File: config.mk
export PLATFORM = sky130hd
export DESIGN_NAME = adc_bcd_avg
export DESIGN_NICKNAME = d
export VERILOG_FILES = /design/src/rtl/adc_bcd_avg.sv
export SDC_FILE = /design/constraint.sdc
export NUM_CORES = 1
export LEC_CHECK = 0
export CORE_MARGIN = 5
export CORE_UTILIZATION = 60
export DETAILED_ROUTE_END_ITERATION = 10
export HOLD_SLACK_MARGIN = 0.08
export MAX_ROUTING_LAYER = met4
export PLACE_DENSITY = 0.82
export SYNTH_ARGS = -nofsm -noshare
export SYNTH_HDL_FRONTEND = slang
export SYNTH_SLANG_ARGS = --single-unit
File: constraint.sdc
create_clock -name clk -period 6.5 [get_ports clk]
set_input_delay 1.3 -clock clk [delete_from_list [all_inputs] [get_ports clk]]
set_output_delay 1.3 -clock clk [all_outputs]
set_load 0.01 [all_outputs]
File: src/rtl/adc_bcd_avg.sv
// Block-averages ADC samples and, on each 1 s tick, converts the latest average
// into 4-digit packed BCD with a 12-cycle shift-add-3 sequence.
module adc_bcd_avg #(
  parameter int NAVG_LOG2 = 4
) (
  input  logic        clk,
  input  logic        rst,
  input  logic [11:0] adc_dat,
  input  logic        adc_vld,
  input  logic        ce1s,
  output logic [15:0] dat,
  output logic        dat_vld,
  output logic        busy
);

  localparam int ACC_W = 12 + NAVG_LOG2;
  // A one-sample block still needs a legal counter width; it simply stays at zero.
  localparam int CNT_W = (NAVG_LOG2 > 0) ? NAVG_LOG2 : 1;
  localparam logic [CNT_W-1:0] CNT_LAST = CNT_W'((1 << NAVG_LOG2) - 1);

  typedef enum logic [1:0] {IDLE, CONV, DONE} state_t;

  logic [ACC_W-1:0] acc_q, acc_d, sum;
  logic [CNT_W-1:0] cnt_q, cnt_d;
  logic [11:0]      avg_q, avg_d;
  state_t           state_q, state_d;
  logic [11:0]      bin_q, bin_d;
  logic [15:0]      bcd_q, bcd_d, bcd_adj;
  logic [3:0]       iter_q, iter_d;
  logic [15:0]      dat_q, dat_d;
  logic             dat_vld_q, dat_vld_d;

  function automatic logic [15:0] add3(input logic [15:0] b);
    logic [15:0] r;
    r = b;
    for (int k = 0; k < 4; k++) begin
      if (r[4*k +: 4] >= 4'd5) r[4*k +: 4] = r[4*k +: 4] + 4'd3;
    end
    return r;
  endfunction

  always_comb begin
    // NOTE: every signal gets a default before any branch, so no path can infer a latch.
    sum   = acc_q + ACC_W'(adc_dat);
    acc_d = acc_q;
    cnt_d = cnt_q;
    avg_d = avg_q;
    if (adc_vld) begin
      if (cnt_q == CNT_LAST) begin
        avg_d = 12'(sum >> NAVG_LOG2);
        acc_d = '0;
        cnt_d = '0;
      end else begin
        acc_d = sum;
        cnt_d = cnt_q + CNT_W'(1);
      end
    end
  end

  always_comb begin
    state_d   = state_q;
    bin_d     = bin_q;
    bcd_d     = bcd_q;
    iter_d    = iter_q;
    dat_d     = dat_q;
    dat_vld_d = 1'b0;
    bcd_adj   = add3(bcd_q);
    case (state_q)
      IDLE: begin
        if (ce1s) begin
          state_d = CONV;
          bin_d   = avg_q;
          bcd_d   = '0;
          iter_d  = '0;
        end
      end
      CONV: begin
        {bcd_d, bin_d} = {bcd_adj, bin_q} << 1;
        iter_d         = iter_q + 4'd1;
        if (iter_q == 4'd11) state_d = DONE;
      end
      DONE: begin
        dat_d     = bcd_q;
        dat_vld_d = 1'b1;
        state_d   = IDLE;
      end
      default: state_d = IDLE;
    endcase
  end

  // NOTE: state registers use non-blocking assignment so all flops update from pre-edge values.
  always_ff @(posedge clk) begin
    if (rst) begin
      acc_q     <= '0;
      cnt_q     <= '0;
      avg_q     <= '0;
      state_q   <= IDLE;
      bin_q     <= '0;
      bcd_q     <= '0;
      iter_q    <= '0;
      dat_q     <= '0;
      dat_vld_q <= 1'b0;
    end else begin
      acc_q     <= acc_d;
      cnt_q     <= cnt_d;
      avg_q     <= avg_d;
      state_q   <= state_d;
      bin_q     <= bin_d;
      bcd_q     <= bcd_d;
      iter_q    <= iter_d;
      dat_q     <= dat_d;
      dat_vld_q <= dat_vld_d;
    end
  end

  assign dat     = dat_q;
  assign dat_vld = dat_vld_q;
  assign busy    = (state_q != IDLE);

endmodule

==> impl_metrics.json, run 1 <==
{
  "status": "finished clean",
  "place.gp.congestion": 0.879,
  "synth_top_cell_by_area": "dfxtp_1",
  "cts_tree": "built",
  "period_needed_ps": 3490,
  "vias": 3575,
  "numCtsBuffers": 9,
  "antenna_found_initial": 0,
  "clkLatencyLatePin_ps": 360,
  "max-slew-margin-rel": 0.238,
  "cp.arrival_ps": 3780,
  "nNetsFinal": 541,
  "track_usage": 0.222,
  "drive_gt1_frac": 0.0710,
  "syn_inst": 488,
  "async_flop_share": 0,
  "postCtsHoldBufs": 0,
  "drv_cap": 0,
  "crit_slowest_cell": "nor3_1",
  "grt_pass1_vias": 3418,
  "postLayoutCoreUtil": 0.683,
  "initial_core_util": 0.615,
  "fmax_ghz": 0.286,
  "tightest_slew_ps": 1130,
  "postCtsSetupRepairBufs": 0,
  "dieArea_mm2": 0.00869,
  "dp.cells": 571,
  "fp.dieW_um": 93.2,
  "place_area_mm2": 0.00443,
  "root_buffer": "clkbuf_8",
  "cts.repair.resized": 0,
  "path_clk_slew_ps": 80,
  "wl_per_cell_um": 15.1,
  "finalClockSkew_ps": 6.59,
  "top_layer_used": "met4",
  "final_cells": 587,
  "ant_nets": 0,
  "syn_area_mm2": 0.00415,
  "worstPathMaxFanout": 12,
  "rsz0062_at_grt": "false",
  "drc_errors": 0,
  "slowest_delay_ps": 980,
  "cts.path.max_buffers": 2,
  "hold_viol": 0,
  "hold_depth": 2,
  "grt_overflow_total": 0,
  "htree_num_levels": 3,
  "syn_avg_cell_area_um2": 8.51,
  "n_antenna_cell": 0,
  "met2_length_um": 4200,
  "synthFlopType": "dfxtp_1",
  "worstSetupPathType": "in2reg",
  "synth-edff-count": 0,
  "core-area_mm2": 0.00676,
  "placementRows": 30,
  "wl_met1_um": 4120,
  "power.leakage_nw": 1.77,
  "power_density_mw_per_mm2": 239,
  "wl_met3_um": 372,
  "ys_warn_count": 0,
  "syn_nets": 527,
  "hp-class": "reg2reg",
  "setup_viol": 0,
  "crit_chain": "clkdlybuf4s50_1 > inv_1 > nor3_1 > o21ai_0 > a41o_1 > o21ai_0",
  "io-pin-count": 34,
  "crit_path_frequent_cell": "o21ai_0",
  "fin_crit_sh": 0.537,
  "via_per_inst": 6.09,
  "startpoint_type": "input port",
  "dp_hpwl_um": 6080,
  "synth_area_leaders": "dfxtp_1 40%, ha_1 6.6%, a21oi_1 5.5%",
  "r2r_cells": 6,
  "routed_wl_um": 8860,
  "final_area_mm2": 0.00461,
  "dp_slack_ps": 2680,
  "port_buffers": 33,
  "synth_top_area_frac": 0.400,
  "drtPass1Iterations": 4,
  "ir_worst_vdd_v": 0.000127,
  "grt_first_pass_wirelength_um": 15300,
  "timing.final.max_slew_violations": 0,
  "end_kind": "flip-flop",
  "die_y_um": 93.2,
  "first_iter_violations": 194,
  "ys_seq_area_frac": 0.400,
  "grt_max_degree": 65,
  "finalSetupTns_ps": 0,
  "cts_sinks": 83,
  "syn2layout_area_growth_pct": 11.1,
  "required_ps": 6790,
  "synth.distinct_cells": 59,
  "fin_ws_ps": 3010,
  "ys_seq_elements": 83
}
## worst max-delay path, delay by kind of cell
kind	cells	cell delay [ps]
AO/OA/AOI/OAI	3	580
AND/OR/NAND/NOR	1	980
buffers and inverters	2	910
## synth_stat cells, types with 5 or more instances
cell type	count
and3_1	5
a31oi_1	8
o221a_2	7
nand2_1	54
ha_1	22
a22oi_1	21
o21ai_0	25
a21o_1	13
xnor2_1	11
inv_1	13
clkbuf_1	25
nand2b_1	7
nor2b_1	10
nand3_1	14
nor2_1	41
nor3_1	14
a21oi_1	46
xor2_1	5
dfxtp_1	83
o211ai_1	5
## logic make-up after synthesis
| family | after synthesis | synth area share |
|---|---|---|
| adder cells (fa/ha/maj) | 23 | 0.0711 |
| XOR/XNOR | 16 | 0.0337 |
| AO/OA/AOI/OAI | 156 | 0.254 |
| flip-flops | 83 | 0.400 |
| AND/OR/NAND/NOR | 163 | 0.183 |
| buffers and inverters | 44 | 0.0509 |
| multiplexers | 3 | 0.00723 |
## layout by cell type (no fill, tap or decap), drive strengths merged, types with 3 or more instances in the layout
| cell | count |
|---|---|
| clkbuf | 10 |
| nor3 | 14 |
| o221a | 7 |
| nand2b | 7 |
| a21oi | 46 |
| o21ai | 25 |
| dfxtp | 83 |
| ha | 22 |
| a21o | 14 |
| a22oi | 21 |
| mux2i | 3 |
| and3 | 6 |
| clkdlybuf4s50 | 32 |
| o211ai | 5 |
| nand3 | 14 |
| a22o | 4 |
| o21a | 3 |
| nor2 | 41 |
| inv | 15 |
| nor2b | 10 |
| a31oi | 8 |
| xnor2 | 11 |
| or2 | 3 |
| nand2 | 54 |
| xor2 | 5 |
| nand4 | 4 |
## cell type report
class	count	area, um2
Multi-Input combinational cell	361	2280
Fill cell	552	2140
Sequential cell	83	1660
Timing Repair Buffer	34	333
Clock buffer	10	138
Tap cell	80	100
Clock inverter	6	48.8
Inverter	13	48.8
## final timing paths
path | start | end | slack, ps
worst min-delay path | dat[0]$_SDFFE_PP0P_ | dat[0]$_SDFFE_PP0P_ | 460
worst max-delay path | adc_vld | acc_q[14]$_SDFFE_PP0P_ | 3010
worst max register to register | cnt_q[0]$_SDFFE_PP0P_ | acc_q[14]$_SDFFE_PP0P_ | 4130
worst min register to register | dat[0]$_SDFFE_PP0P_ | dat[0]$_SDFFE_PP0P_ | 460
## power breakdown
part           internal [W]  switching (W)  total [W]
Sequential         0.000530      0.0000223   0.000552
Clock              0.000153       0.000200   0.000353
Combinational     0.0000833       0.000114   0.000198
## registers in the layout (all words and copies together) (netlist names)
register and count:
cnt_q 4, bcd_q 16, iter_q 4, dat_vld 1, bin_q 12, acc_q 16
avg_q 12, dat 16, state_q 2
## metrics by stage
stage	hold slack [ps]	total power, W
after floorplan	417	0.000721
after global routing	481	0.00116
after detailed placement	446	0.000758
after global placement	442	0.000752
after CTS	459	0.00111
final	457	0.00110
## routing by layer
layer / track usage / vias to the layer above
li1: - / 1778
met1: 0.282 / 1706
met2: 0.344 / 73
met3: 0.0475 / 18
met4: 0.0916 / 0
met5: - / -
(Power assumes the default switching activity.)
==> run 2, diff against run 1 <==
--- a/config.mk
+++ b/config.mk
@@ -6,11 +6,11 @@
 export NUM_CORES = 1
 export LEC_CHECK = 0
 export CORE_MARGIN = 5
-export CORE_UTILIZATION = 60
+export CORE_UTILIZATION = 58
 export DETAILED_ROUTE_END_ITERATION = 10
 export HOLD_SLACK_MARGIN = 0.08
 export MAX_ROUTING_LAYER = met4
-export PLACE_DENSITY = 0.82
+export PLACE_DENSITY = 0.8
 export SYNTH_ARGS = -nofsm -noshare
 export SYNTH_HDL_FRONTEND = slang
 export SYNTH_SLANG_ARGS = --single-unit
==> constraint.sdc (replaced) <==
create_clock -name clk -period 3.3 [get_ports clk]
set_input_delay 0.66 -clock clk [delete_from_list [all_inputs] [get_ports clk]]
set_output_delay 0.66 -clock clk [all_outputs]
set_load 0.01 [all_outputs]
==> impl_metrics.json, run 2 (synthesis gave the netlist of run 1 again) <==
{
  "port_buffers": 33,
  "drc_errors": 0,
  "clkLatencyLatePin_ps": 350,
  "nNetsFinal": 545,
  "initial_core_util": 0.605,
  "fin_crit_sh": 0.846,
  "final_cell_mix": "83 x dfxtp_1, 54 x nand2_1, 46 x a21oi_1",
  "critPathTopFamily": "compound AO/OA/AOI/OAI gates",
  "root_buffer": "clkbuf_8",
  "dieArea_mm2": 0.00895,
  "placementRows": 30,
  "routed_wl_um": 9170,
  "postLayoutCoreUtil": 0.690,
  "n_antenna_cell": 0,
  "layout_commonest_cell": "dfxtp_1",
  "slowest_delay_ps": 440,
  "path_clk_slew_ps": 80,
  "power.leakage_nw": 1.83,
  "cts_sinks": 83,
  "core-area_mm2": 0.00687,
  "worstPathMaxFanout": 5,
  "status": "finished clean",
  "period_needed_ps": 2790,
  "grt_overflow_total": 0,
  "timing.final.max_slew_violations": 0,
  "grt_max_degree": 36,
  "wl_per_cell_um": 15.1,
  "grt_first_pass_wirelength_um": 15200,
  "drv_cap": 0,
  "grt_pass1_vias": 3247,
  "ant_nets": 0,
  "cts.repair.resized": 0,
  "io-pin-count": 34,
  "crit_chain": "clkdlybuf4s50_1 > ha_1 > fa_1 > a21o_1 > a221oi_2 > o21ba_2 > nor3_1 > a311o_1",
  "crit_slowest_cell": "a221oi_2",
  "postCtsHoldBufs": 0,
  "hp-class": "reg2reg",
  "track_usage": 0.219,
  "dp_hpwl_um": 6190,
  "worstSetupPathType": "in2reg",
  "die_y_um": 94.6,
  "dp.cells": 591,
  "fmax_ghz": 0.358,
  "rsz0062_at_grt": "false",
  "first_iter_violations": 235,
  "required_ps": 3530,
  "numCtsBuffers": 9,
  "htree_num_levels": 3,
  "drtPass1Iterations": 5,
  "hold_viol": 0,
  "place.gp.congestion": 0.938,
  "ir_worst_vdd_v": 0.000307,
  "syn2layout_area_growth_pct": 14.1,
  "postCtsSetupRepairBufs": 0,
  "vias": 3591,
  "tightest_slew_ps": 1030,
  "cts_tree": "built",
  "cp.arrival_ps": 3020,
  "finalClockSkew_ps": 12.8,
  "via_per_inst": 5.92,
  "max-slew-margin-rel": 0.314,
  "totalPowerFinal_w": 0.00244,
  "setup_viol": 0,
  "cts.path.max_buffers": 2,
  "end_kind": "flip-flop",
  "finalSetupTns_ps": 0,
  "antenna_found_initial": 0,
  "critPathBufInv": 1,
  "fp.dieW_um": 94.6,
  "startpoint_type": "input port",
  "drive_gt1_frac": 0.0744,
  "final_cells": 607,
  "power_density_mw_per_mm2": 515
}
run 2: cell types whose count changed in the layout (fill, tap and decap cells not counted), sizes merged:
cell,before,now
buf,2,6
bufinv,0,4
inv,15,13
clkinvlp,2,0
run 2: worst paths after layout:
check / from / endpoint / slack (ps) / cells past startpoint
worst max-delay path: adc_dat[0] / avg_q[8]$_SDFFE_PP0P_ / 510 / 8
worst min-delay path: dat[6]$_SDFFE_PP0P_ / dat[6]$_SDFFE_PP0P_ / 460 / 2
worst max register to register: acc_q[0]$_SDFFE_PP0P_ / avg_q[8]$_SDFFE_PP0P_ / 920 / 7
worst min register to register: dat[6]$_SDFFE_PP0P_ / dat[6]$_SDFFE_PP0P_ / 460 / 2
run 2: layout make-up:
class / count / area [um2]
clock buffers: 10 / 128
clock inverters: 6 / 138
fillers: 573 / 2130
inverters: 13 / 48.8
multi-input cells: 361 / 2280
flip-flops and latches: 83 / 1660
well taps: 96 / 120
repair buffers: 38 / 363
run 2: stage by stage:
stage | setup slack, ps | instance area [um2] | hold WS (ps)
floorplan | 803 | 4150 | 417
global placement | 240 | 4470 | 442
detailed placement | 194 | 4470 | 446
CTS | 527 | 4740 | 459
global route | 395 | 4740 | 478
finish | 509 | 4740 | 456
run 2: layer usage:
layer  up-vias  track usage  part of all wire  wire [um]
met4         0       0.0913             0.020        184
li1       1794            -                 -          -
met5         -            -                 0          0
met3        20       0.0375             0.036        329
met2        81        0.344              0.47       4340
met1      1696        0.280              0.47       4320
run 2: worst register-to-register path, delay by kind of cell (launching register included):
kind,cells,cell delay (ps)
AOI/OAI and AO/OA,4,1240
adders and majority gates,2,630
and+or+nand+nor,1,70
DFF,1,320
run 2: report_power, final:
part	leakage [nW]	switching [W]	total (W)	internal (W)
registers	0.673	0.0000457	0.00109	0.00104
logic	1.02	0.000228	0.000395	0.000167
clock network	0.131	0.000376	0.000958	0.000582
total	1.83	0.000650	0.00244	0.00179
